**src/rtl/button_pkg.sv**
```systemverilog
// Shared types and widths for the pressure-button controller and its pixel pipeline.
package button_pkg;
    localparam int ROM_ADDR_W = 8;
    localparam int IDX_W      = 4;
    localparam int DEPTH_W    = 4;

    typedef enum logic [1:0] {
        ST_UP      = 2'd0,
        ST_SINKING = 2'd1,
        ST_DOWN    = 2'd2,
        ST_RISING  = 2'd3
    } btn_state_t;
endpackage

```
**src/rtl/button_pixel_pipe.sv**
```systemverilog
// Hit test and sprite ROM addressing for the button, with a 2-cycle valid/index pipeline
// matching the one-cycle ROM read latency.
module button_pixel_pipe
    import button_pkg::*;
#(
    parameter int BTN_X = 100,
    parameter int BTN_Y = 200,
    parameter int BTN_W = 32,
    parameter int BTN_H = 8
) (
    input  logic                  clk_i,
    input  logic                  rst_i,
    input  logic [9:0]            draw_x_i,
    input  logic [9:0]            draw_y_i,
    input  logic [DEPTH_W-1:0]    depth_i,
    input  logic [IDX_W-1:0]      sprite_index_i,
    output logic [ROM_ADDR_W-1:0] rom_addr_o,
    output logic [IDX_W-1:0]      pal_index_o,
    output logic                  pix_valid_o
);
    localparam int XSH = $clog2(BTN_W);

    logic [10:0]      px_s, py_s, y_lo_s, rel_x_s, rel_y_s, addr_full_s;
    logic             hit_s;
    logic             hit_q, pix_valid_q;
    logic [IDX_W-1:0] pal_index_d, pal_index_q;

    // Sprite top edge moves down with depth; the bottom edge stays fixed, which clips the sprite.
    always_comb begin
        px_s        = {1'b0, draw_x_i};
        py_s        = {1'b0, draw_y_i};
        y_lo_s      = 11'(BTN_Y) + {7'd0, depth_i};
        rel_x_s     = px_s - 11'(BTN_X);
        rel_y_s     = py_s - y_lo_s;
        hit_s       = (px_s >= 11'(BTN_X)) && (px_s < 11'(BTN_X + BTN_W)) &&
                      (py_s >= y_lo_s) && (py_s < 11'(BTN_Y + BTN_H));
        addr_full_s = (rel_y_s << XSH) + rel_x_s;
        if (hit_s) begin
            rom_addr_o = ROM_ADDR_W'(addr_full_s);
        end else begin
            rom_addr_o = {ROM_ADDR_W{1'b0}};
        end
        if (hit_q) begin
            pal_index_d = sprite_index_i;
        end else begin
            pal_index_d = {IDX_W{1'b0}};
        end
    end

    always_ff @(posedge clk_i or posedge rst_i) begin
        if (rst_i) begin
            hit_q       <= 1'b0;
            pix_valid_q <= 1'b0;
            pal_index_q <= {IDX_W{1'b0}};
        end else begin
            hit_q       <= hit_s;
            pix_valid_q <= hit_q;
            pal_index_q <= pal_index_d;
        end
    end

    assign pix_valid_o = pix_valid_q;
    assign pal_index_o = pal_index_q;
endmodule

```
**src/rtl/button_ctrl.sv**
```systemverilog
// Pressure-button controller: occupancy-driven sink/rise animation FSM, hold-off timer
// before release, and the sprite render path.
module button_ctrl
    import button_pkg::*;
#(
    parameter int BTN_X       = 100,
    parameter int BTN_Y       = 200,
    parameter int BTN_W       = 32,
    parameter int BTN_H       = 8,
    parameter int MAX_DEPTH   = 6,
    parameter int HOLD_FRAMES = 4
) (
    input  logic                  Clk,
    input  logic                  Reset,
    input  logic                  frame_tick,
    input  logic                  fire_on,
    input  logic                  water_on,
    input  logic [9:0]            DrawX,
    input  logic [9:0]            DrawY,
    input  logic [IDX_W-1:0]      sprite_index,
    output logic [ROM_ADDR_W-1:0] rom_addr,
    output logic [IDX_W-1:0]      pal_index,
    output logic                  pix_valid,
    output logic                  pressed,
    output logic [DEPTH_W-1:0]    depth
);
    localparam int                  HOLD_W     = $clog2(HOLD_FRAMES + 1);
    localparam logic [DEPTH_W-1:0]  DEPTH_MAX  = DEPTH_W'(MAX_DEPTH);
    localparam logic [HOLD_W-1:0]   HOLD_LAST  = HOLD_W'(HOLD_FRAMES - 1);

    btn_state_t         state_q;
    logic [DEPTH_W-1:0] depth_q;
    logic [HOLD_W-1:0]  hold_q;
    logic               pressed_q;
    logic               occ_s;

    assign occ_s = fire_on | water_on;

    // Everything advances only on vsync so depth is stable across a visible frame.
    always_ff @(posedge Clk or posedge Reset) begin
        if (Reset) begin
            state_q   <= ST_UP;
            depth_q   <= {DEPTH_W{1'b0}};
            hold_q    <= {HOLD_W{1'b0}};
            pressed_q <= 1'b0;
        end else if (frame_tick) begin
            case (state_q)
                ST_UP: begin
                    depth_q <= {DEPTH_W{1'b0}};
                    if (occ_s) state_q <= ST_SINKING;
                end
                ST_SINKING: begin
                    if (!occ_s) begin
                        state_q <= ST_RISING;
                    end else if (depth_q >= DEPTH_MAX - DEPTH_W'(1)) begin
                        depth_q   <= DEPTH_MAX;
                        hold_q    <= {HOLD_W{1'b0}};
                        state_q   <= ST_DOWN;
                        pressed_q <= 1'b1;
                    end else begin
                        depth_q <= depth_q + DEPTH_W'(1);
                    end
                end
                ST_DOWN: begin
                    if (occ_s) begin
                        hold_q <= {HOLD_W{1'b0}};
                    end else if (hold_q >= HOLD_LAST) begin
                        hold_q    <= {HOLD_W{1'b0}};
                        state_q   <= ST_RISING;
                        pressed_q <= 1'b0;
                    end else begin
                        hold_q <= hold_q + HOLD_W'(1);
                    end
                end
                ST_RISING: begin
                    if (occ_s) begin
                        state_q <= ST_SINKING;
                    end else if (depth_q <= DEPTH_W'(1)) begin
                        depth_q <= {DEPTH_W{1'b0}};
                        state_q <= ST_UP;
                    end else begin
                        depth_q <= depth_q - DEPTH_W'(1);
                    end
                end
                default: begin
                    state_q   <= ST_UP;
                    depth_q   <= {DEPTH_W{1'b0}};
                    hold_q    <= {HOLD_W{1'b0}};
                    pressed_q <= 1'b0;
                end
            endcase
        end
    end

    assign pressed = pressed_q;
    assign depth   = depth_q;

    button_pixel_pipe #(
        .BTN_X (BTN_X),
        .BTN_Y (BTN_Y),
        .BTN_W (BTN_W),
        .BTN_H (BTN_H)
    ) u_pixel_pipe (
        .clk_i          (Clk),
        .rst_i          (Reset),
        .draw_x_i       (DrawX),
        .draw_y_i       (DrawY),
        .depth_i        (depth_q),
        .sprite_index_i (sprite_index),
        .rom_addr_o     (rom_addr),
        .pal_index_o    (pal_index),
        .pix_valid_o    (pix_valid)
    );
endmodule

```
**config.mk**
```make
export PLATFORM = sky130hd
export DESIGN_NAME = button_ctrl
export DESIGN_NICKNAME = d
export VERILOG_FILES = /design/src/rtl/button_pkg.sv /design/src/rtl/button_pixel_pipe.sv /design/src/rtl/button_ctrl.sv
export SDC_FILE = /design/constraint.sdc
export NUM_CORES = 1
export LEC_CHECK = 0
export CAP_MARGIN = 20
export CORE_UTILIZATION = 47
export CTS_BUF_LIST = sky130_fd_sc_hd__clkbuf_8
export CTS_CLUSTER_DIAMETER = 30
export DETAILED_ROUTE_END_ITERATION = 16
export HOLD_SLACK_MARGIN = 0.03
export PLACE_DENSITY_LB_ADDON = 0.25
export SYNTH_ARGS = -nofsm -noshare
export SYNTH_HDL_FRONTEND = slang
export SYNTH_SLANG_ARGS = --single-unit
```
**constraint.sdc**
```tcl
create_clock -name Clk -period 3.4 [get_ports Clk]
set_input_delay 0.68 -clock Clk [delete_from_list [all_inputs] [get_ports Clk]]
set_output_delay 0.68 -clock Clk [all_outputs]
set_load 0.02 [all_outputs]
```
==> impl_metrics.yaml, run 1 <==
critical_path:
  critical_path_class: "in -> out"
  r2r_slack_ps: 1050
  worstPathRequired_ps: 2720
  slowest_stage: "clkdlybuf4s50_1"
  crit_chain: "clkdlybuf4s50_1 -> fa_1 -> ha_4 -> ha_4 -> a21oi_2 -> xnor2_1 -> nor2_1 -> buf_4"
  crit_top_cell: "ha_4"
  arrival_ps: 2630
  r2r_start: "depth[1]$_DFFE_PP0P_"
  r2r_end: "state_q[1]$_DFFE_PP0P_"
  endpoint_kind: "output port"
  cp_max_fo: 2
  cp-start-kind: "primary input"
  cp.buffers_inverters: 2
  cp-startpoint: "DrawY[1]"
  crit_family: "adder cells"
  r2r_cells: 8
  slowest_delay_ps: 520
drt:
  dr.max_layer_used: "met4"
  firstDrtPassIters: 4
  drt_wl_total_um: 3205
  drt-vias-per-instance: 5.466
  m1WireLength_um: 1305
  num_vias: 1301
  ant_nets: 0
  dr_wl_met3_um: 155
  met2_length_um: 1725
  drtIter0Drc: 39
  wire_per_inst_um: 13.47
  drc: 0
synthesis:
  synth_top_area_share_pct: 29.66
  syn_inst: 144
  synth_sequential_area_ratio_pct: 29.66
  yosys.area.top_type: "dfrtp_1"
  synth-warning-count: 0
  synth_flop_cell: "dfrtp_1"
  synth_nets: 197
  synthArstFlopShare_pct: 100.0
  synth_edf_count: 0
  ys_ff_latch: 16
  synth.area.top_cells: "dfrtp_1 (30%), ha_1 (20%), inv_1 (4.7%), and2_1 (3.2%), fa_1 (3.0%)"
  syn_area_um2: 1350
  synth.distinct_cells: 44
  avgSynthCellArea_um2: 9.375
cts:
  clkLatencyLatePin_ps: 250
  clockBufferDepth: 2
  cts.clk_slew.worst_paths_ps: 60
  numCtsBuffers: 3
  root_buffer: "clkbuf_8"
  cts.sinks: 16
  htree_levels: 1
  cts_tree: "yes"
  hold_buffers: 0
timing:
  post-route-period-util_pct: 97.39
  max_clock_freq_mhz: 302.0
  slew_viol_final: 0
  setup_viol: 0
  setup_ws_ps: 88.61
  fin_crit_ps: 3311
  relSlewSlack_pct: 59.16
  fin_worst_skew_ps: 6.624
  worst_pin_slew_ps: 611.9
  finalHoldViolations: 0
final_layout:
  fin_cells: 238
  area_delta_synth_final_pct: 48.01
  fill_cells: 194
  n_antenna_cell: 0
  fin_nets: 262
  drive_gt1_share_pct: 19.81
global_routing:
  antenna_found_initial: 0
  grt_pass1_vias: 1264
  grt_first_pass_wirelength_um: 5285
  overflow: 0
  grt_start_max_net_pins: 17
  grt_usage_pct: 21.18
floorplanning:
  initial_utilization_pct: 49.38
  die_w_um: 55.60
  dieArea_um2: 3091
  core_um2: 2734
  ios: 47
  std_cell_rows: 19
  die_y_um: 55.60
placed_design:
  place_ws_ps: -734.7
  dp_cells: 235
  dp_hpwl_um: 2658
  place_congestion: 0.8846
  port_buffers: 46
hold_path:
  hp-start: "u_pixel_pipe.hit_q$_DFF_PP0_"
  hold_path_depth: 0
  hold_class: "reg -> reg"
  hold_end: "u_pixel_pipe.pix_valid_o$_DFF_PP0_"
flow_run:
  cap_violations: 0
power_and_ir_drop:
  p_leak_nw: 0.9843
  power.density_nw_per_um2: 612.3
  vdd.ir_drop.worst_uv: 656.7
status:
  outcome: "complete, no violations"
## synth_stat cells, types with 2 or more instances
library cell,count
nand3_1,2
nor3b_1,2
mux2_2,2
o21ai_0,6
a21oi_1,6
nor2_1,10
fa_1,2
dfrtp_1,16
nor2b_1,3
a21o_1,4
nand2_1,7
and2_1,7
o211a_1,2
a211oi_1,2
xor2_1,2
inv_1,17
xnor2_1,4
o32a_1,2
a31oi_1,2
ha_1,22
## how the worst max path moves through the flow
stage | slack (ps) | end | cells past startpoint
after CTS | 7 | rom_addr[1] | 10
after floorplan | 270 | rom_addr[7] | 9
final | 90 | rom_addr[7] | 8
after detailed placement | -730 | rom_addr[7] | 11
after global placement | -620 | rom_addr[7] | 11
after global routing | -40 | rom_addr[6] | 9
## worst reg2reg max path, cell delays in order (launching register included)
cell and delay, ps:
dfrtp_1 410, inv_1 90, buf_4 160, ha_1 190, nand2b_1 150, a21oi_1 370, a211oi_1 140, o21ai_0 340
mux2_2 380
## cell families (layout without fill, tap and decap cells)
kind of cell	count (synthesis)	after routing	share of synthesized area (%)
buf+inv	20	83	5.652
fa+ha+maj	24	24	23.35
mux	3	3	2.410
xor+xnor	6	6	3.892
flops	16	16	29.66
simple gates	41	41	16.78
compound gates	34	34	18.26
## layer usage
layer	track usage [%]	vias up
met4	3.214	0
met1	24.70	611
met5	0	-
met2	40.79	46
met3	3.721	4
li1	-	640
## cell type report
| cell class | instances | area [um2] | share of cell area, % |
|---|---|---|---|
| multi-input combinational | 108 | 904.6 | 45.27 |
| timing repair buffer | 61 | 540.5 | 27.05 |
| sequential | 16 | 400.4 | 20.04 |
| inverter | 19 | 72.57 | 3.632 |
| clock buffer | 3 | 41.29 | 2.066 |
| tap | 31 | 38.79 | 1.941 |
## through the flow
stage / hold WS, ps / cell area (um2) / util (%) / setup TNS (ps) / power, mW
global route: 458.5 / 1998 / 73.09 / -43.05 / 1.314
detailed placement: 406.8 / 1958 / 71.62 / -3421 / 1.028
finish: 413.2 / 1998 / 73.09 / 0 / 1.223
floorplan: 383.8 / 1350 / - / 0 / 0.7848
global placement: 399.6 / 1958 / 71.62 / -3076 / 0.9886
CTS: 416.2 / 2011 / 73.55 / 0 / 1.219
## cells in the final DEF, fill, tap and decap left out, types with 4 or more instances in the layout
cell type and instances:
nand2_1 7, buf_4 17, o21ai_0 6, nor2_1 10, clkdlybuf4s50_1 36, inv_1 15
a21oi_1 5, xnor2_1 4, buf_2 6, a21o_1 4, and2_1 7, dfrtp_1 16
ha_1 19
## sequential cells by signal (all words and copies together), names as in the netlist
register and count:
hold_q 3, pressed 1, state_q 2, u_pixel_pipe.pal_index_o 4, depth 4, u_pixel_pipe.pix_valid_o 1
u_pixel_pipe.hit_q 1
## power breakdown
| group | total (mW) | switching, mW | internal, mW |
|---|---|---|---|
| combinational | 0.795 | 0.406 | 0.389 |
| sequential | 0.288 | 0.0530 | 0.235 |
| clock | 0.141 | 0.0622 | 0.0785 |
## what timing repair did
action / CTS / global route
endpoints found under the setup margin: 8 / 8
pin swaps: 6 / 6
resized for setup: 36 / 7
setup buffers: 0 / 0
Power figures use the tool's default switching activity.
==> run 2: changes to the inputs <==
--- a/config.mk
+++ b/config.mk
@@ -6,6 +6,7 @@
 export NUM_CORES = 1
 export LEC_CHECK = 0
 export CAP_MARGIN = 20
+export CORE_MARGIN = 4
 export CORE_UTILIZATION = 47
 export CTS_BUF_LIST = sky130_fd_sc_hd__clkbuf_8
 export CTS_CLUSTER_DIAMETER = 30
==> run 2 against run 1 <==
  * Setup slack gained 16 ps
  * First-iteration DRC count shrank 5.1%
  * Routed wire length grew 16%
  * Sequential power is essentially flat
  * Global-route usage is essentially flat
  * Via count grew 3.7%
  * Cell area grew 1.4%
  * Clock power grew 20%
  * Hold slack gained 13 ps
  * Maximum frequency grew 0.48%
  * Highest routed layer unchanged
==> impl_metrics.yaml, run 2 (synthesis results as in run 1) <==
drt:
  num_vias: 1349
  drt-vias-per-instance: 5.668
  drt_wl_total_um: 3705
  firstDrtPassIters: 4
  drtIter0Drc: 37
  drc: 0
  wire_per_inst_um: 15.57
  ant_nets: 0
critical_path:
  arrival_ps: 2620
  critical_path_class: "in -> out"
  worstPathRequired_ps: 2720
  endpoint_kind: "output port"
  cp_max_fo: 2
  cp-start-kind: "primary input"
cts:
  htree_levels: 1
  cts_tree: "yes"
  clockBufferDepth: 2
  post_cts_buffers: 0
  numCtsBuffers: 3
  cts.sinks: 16
  clkLatencyLatePin_ps: 250
  cts.clk_slew.worst_paths_ps: 60
  root_buffer: "clkbuf_8"
  hold_buffers: 0
timing:
  fin_worst_skew_ps: 4.587
  setup_ws_ps: 104.4
  finalHoldViolations: 0
  slew_viol_final: 0
  max_clock_freq_mhz: 303.4
  fin_crit_ps: 3296
  worst_pin_slew_ps: 604.9
  relSlewSlack_pct: 59.63
  setup_viol: 0
  rsz0062_at_grt: "no"
  post-route-period-util_pct: 96.93
global_routing:
  antenna_found_initial: 0
  grt_start_max_net_pins: 17
  grt_usage_pct: 21.22
  overflow: 0
  grt_first_pass_wirelength_um: 5851
  grt_pass1_vias: 1375
placed_design:
  dp_hpwl_um: 2897
  place_ws_ps: -730.2
  place_congestion: 0.8276
  port_buffers: 46
floorplanning:
  die_w_um: 61.60
  std_cell_rows: 19
  die_y_um: 61.60
  core_um2: 2758
  initial_utilization_pct: 48.96
  dieArea_um2: 3794
  ios: 47
final_layout:
  fill_cells: 201
  n_antenna_cell: 0
  regArea_um2: 400.4
  drive_gt1_share_pct: 20.77
  fin_util_pct: 73.46
  final_common_cell: "clkdlybuf4s50_1"
  fin_nets: 261
  area_delta_synth_final_pct: 50.05
  mostFrequentLayoutCells: "clkdlybuf4s50_1 (34), ha_1 (18), dfrtp_1 (16), buf_4 (16), inv_1 (15)"
  multi_input_area_um2: 914.6
power_and_ir_drop:
  p_leak_nw: 1.004
  vdd.ir_drop.worst_uv: 685.1
  power.density_nw_per_um2: 632.6
hold_path:
  hold_class: "reg -> reg"
status:
  outcome: "complete, no violations"
flow_run:
  cap_violations: 0
==> run 2: cell types whose count changed in the layout (fill, tap and decap cells not counted) <==
cell,before,now
buf_6,0,1
ha_2,1,2
nor2_4,0,1
buf_4,17,16
clkbuf_8,3,4
buf_2,6,5
ha_1,19,18
dlymetal6s2s_1,1,3
nor2_1,10,9
clkdlybuf4s50_1,36,34
==> run 2: per-stage QoR <==
step	instances	total power [mW]	hold slack [ps]	TNS (ps)	instance area [um2]
after CTS	238	1.260	430.9	0	1999
after floorplan	144	0.7848	383.8	0	1350
after global placement	234	0.9828	402.6	-3142	1951
after detailed placement	234	1.031	419.9	-3566	1951
after global routing	238	1.383	444.9	0	2026
final	238	1.281	425.9	0	2026
==> run 2: final timing paths <==
path                       cells after the start  slack, ps                                    end                          from
setup / recovery                              11        100                            rom_addr[7]                      DrawY[0]
hold / removal                                 0        430     u_pixel_pipe.pix_valid_o$_DFF_PP0_  u_pixel_pipe.hit_q$_DFF_PP0_
setup reg to reg                               8       1110                 state_q[1]$_DFFE_PP0P_          depth[0]$_DFFE_PP0P_
hold reg to reg                                0        430     u_pixel_pipe.pix_valid_o$_DFF_PP0_  u_pixel_pipe.hit_q$_DFF_PP0_
max in group asynchronous                      2       2210  u_pixel_pipe.pal_index_o[2]$_DFF_PP0_                         Reset
min in group asynchronous                      2        800                  hold_q[0]$_DFFE_PP0P_                         Reset
==> run 2: critical path: stages <==
cell and delay [ps]:
clkdlybuf4s15_1 160, inv_1 70, ha_2 170, inv_2 40
fa_1 490, ha_4 290, ha_4 200, a21oi_2 150
xnor2_1 140, nor2_1 70, buf_4 150
==> run 2: repair_timing <==
item | 4_1_cts | 5_1_grt
pin swaps | 6 | 2
hold endpoints to repair | 0 | 0
setup endpoints to repair | 8 | 8
gates resized for setup | 40 | 10
cloned | 0 | 0
==> run 2: area by class of cell <==
cell class,count,share of cell area [%]
clock buffer,4,2.718
inverter,19,3.582
multi-input combinational,108,45.15
sequential,16,19.77
tap,31,1.915
timing repair buffer,60,26.87
==> run 2: metal layers <==
metal | GRT usage [%] | vias up | wire [um]
met1 | 22.52 | 644 | 1454
met5 | 0 | - | 0
met3 | 4.822 | 16 | 220
met2 | 39.91 | 58 | 1940
li1 | - | 631 | -
met4 | 8.485 | 0 | 90
==> run 2: power breakdown <==
part | leakage (nW) | total [mW] | switching [mW] | internal, mW
registers | 0.213 | 0.291 | 0.0570 | 0.234
logic | 0.763 | 0.821 | 0.438 | 0.383
clock network | 0.0288 | 0.169 | 0.0662 | 0.103
total | 1.00 | 1.28 | 0.561 | 0.720
==> run 3: changes to the inputs <==
--- a/config.mk
+++ b/config.mk
@@ -16,3 +16,4 @@
 export SYNTH_ARGS = -nofsm -noshare
 export SYNTH_HDL_FRONTEND = slang
 export SYNTH_SLANG_ARGS = --single-unit
+export TNS_END_PERCENT = 20
==> run 3 against run 2 <==
  * Register-to-register slack about the same
  * Sequential share of layout area about the same
  * Critical path depth unchanged
  * Count of clock-buffer cells in the layout unchanged
  * Setup slack worse by 56 ps
  * Cell area down 0.12%
  * First-iteration DRC count up 22%
  * Combinational power about the same
  * Cell count unchanged
  * Largest power group unchanged
==> impl_metrics.yaml, run 3 (synthesis results as in run 1) <==
status:
  outcome: "complete, no violations"
drt:
  drtIter0Drc: 45
  drt_wl_total_um: 3717
  wire_per_inst_um: 15.62
  num_vias: 1329
  ant_nets: 0
  drc: 0
  drt-vias-per-instance: 5.584
  firstDrtPassIters: 4
power_and_ir_drop:
  vdd.ir_drop.worst_uv: 686.3
  p_leak_nw: 0.9955
  power.total_mw: 1.282
  power.density_nw_per_um2: 633.7
hold_path:
  hold_class: "reg -> reg"
floorplanning:
  std_cell_rows: 19
  die_w_um: 61.60
  dieArea_um2: 3794
  core_um2: 2758
  initial_utilization_pct: 48.96
  die_y_um: 61.60
  ios: 47
final_layout:
  drive_gt1_share_pct: 20.77
  fin_nets: 261
  n_antenna_cell: 0
  final_common_cell: "clkdlybuf4s50_1"
  fin_util_pct: 73.37
  mostFrequentLayoutCells: "clkdlybuf4s50_1 (35), ha_1 (18), dfrtp_1 (16), buf_4 (16), inv_1 (15)"
  fill_cells: 200
  area_delta_synth_final_pct: 49.86
global_routing:
  grt_pass1_vias: 1375
  overflow: 0
  grt_first_pass_wirelength_um: 5851
  grt_usage_pct: 21.22
  antenna_found_initial: 0
  grt_start_max_net_pins: 17
timing:
  slew_viol_final: 0
  fin_crit_ps: 3352
  max_clock_freq_mhz: 298.3
  finalSetupTns_ps: 0
  post-route-period-util_pct: 98.59
  rsz0062_at_grt: "yes"
  worst_pin_slew_ps: 606.7
  setup_viol: 0
  setup_ws_ps: 47.99
  fin_worst_skew_ps: 5.102
  finalHoldViolations: 0
  relSlewSlack_pct: 59.51
critical_path:
  cp_max_fo: 2
  critical_path_class: "in -> out"
  cp-start-kind: "primary input"
  slowest_delay_ps: 590
  crit_chain: "clkdlybuf4s15_1 -> inv_1 -> ha_2 -> inv_2 -> fa_1 -> ha_4 -> ha_4 -> a21oi_2 -> xnor2_1 -> nor2_1 -> buf_4"
  crit_top_cell: "ha_4"
  endpoint_kind: "output port"
  worstPathRequired_ps: 2720
  arrival_ps: 2670
  slowest_stage: "fa_1"
cts:
  cts.sinks: 16
  numCtsBuffers: 3
  htree_levels: 1
  clockBufferDepth: 2
  post_cts_buffers: 0
  clkLatencyLatePin_ps: 250
  cts_tree: "yes"
  root_buffer: "clkbuf_8"
  cts.clk_slew.worst_paths_ps: 60
placed_design:
  dp_hpwl_um: 2897
  port_buffers: 46
  place_ws_ps: -730.2
  place_congestion: 0.8276
flow_run:
  cap_violations: 0
==> run 3: final cells by class <==
class | instances | area (um2) | share of cell area [%]
sequential | 16 | 400.4 | 19.79
multi-input combinational | 108 | 914.6 | 45.21
timing repair buffer | 60 | 541.8 | 26.78
tap | 31 | 38.79 | 1.917
inverter | 19 | 72.57 | 3.587
clock buffer | 4 | 55.05 | 2.721
==> run 3: repair_timing <==
| action | 4_1_cts | 5_1_grt |
|---|---|---|
| gates resized for setup | 40 | 9 |
| pin swaps | 6 | 1 |
| setup endpoints to repair | 8 | 8 |
| hold buffers | 0 | 0 |
| hold endpoints to repair | 0 | 0 |
| gates cloned | 0 | 0 |
==> run 3: worst max-delay path, delay by kind of cell <==
| family | cells | cell delay (ps) |
|---|---|---|
| AOI/OAI and AO/OA | 1 | 150 |
| and+or+nand+nor | 1 | 70 |
| adders and majority gates | 4 | 1200 |
| xor gates and xnor gates | 1 | 140 |
| buffers and inverters | 4 | 420 |
==> run 3: layer usage <==
| metal | vias to the layer above | share of wire [%] | track usage, % |
|---|---|---|---|
| li1 | 634 | - | - |
| met4 | 0 | 2.3 | 8.485 |
| met2 | 50 | 52 | 39.91 |
| met3 | 12 | 5.5 | 4.822 |
| met1 | 633 | 40 | 22.52 |
| met5 | - | 0 | 0 |
==> run 3: worst paths after layout <==
path                                                    from                               endpoint  slack [ps]  cells past startpoint
worst max-delay path                                DrawY[0]                            rom_addr[7]          50                     11
worst min-delay path            u_pixel_pipe.hit_q$_DFF_PP0_     u_pixel_pipe.pix_valid_o$_DFF_PP0_         430                      0
worst max register to register          depth[0]$_DFFE_PP0P_                 state_q[1]$_DFFE_PP0P_        1100                      8
worst min register to register  u_pixel_pipe.hit_q$_DFF_PP0_     u_pixel_pipe.pix_valid_o$_DFF_PP0_         430                      0
max in group asynchronous                              Reset  u_pixel_pipe.pal_index_o[2]$_DFF_PP0_        2210                      2
min in group asynchronous                              Reset                  hold_q[0]$_DFFE_PP0P_         800                      2
==> run 3: metrics by stage <==
step / instance area [um2] / hold WS [ps] / std cells
4_1_cts: 1999 / 430.9 / 238
5_1_grt: 2023 / 444.9 / 238
2_1_floorplan: 1350 / 383.8 / 144
3_5_place_dp: 1951 / 419.9 / 234
3_3_place_gp: 1951 / 402.6 / 234
6_report: 2023 / 425.9 / 238
==> run 3: where the power goes <==
part           leakage, nW  switching, mW  internal (mW)
combinational        0.754          0.438          0.382
clock               0.0288         0.0667          0.103
sequential           0.213         0.0583          0.234
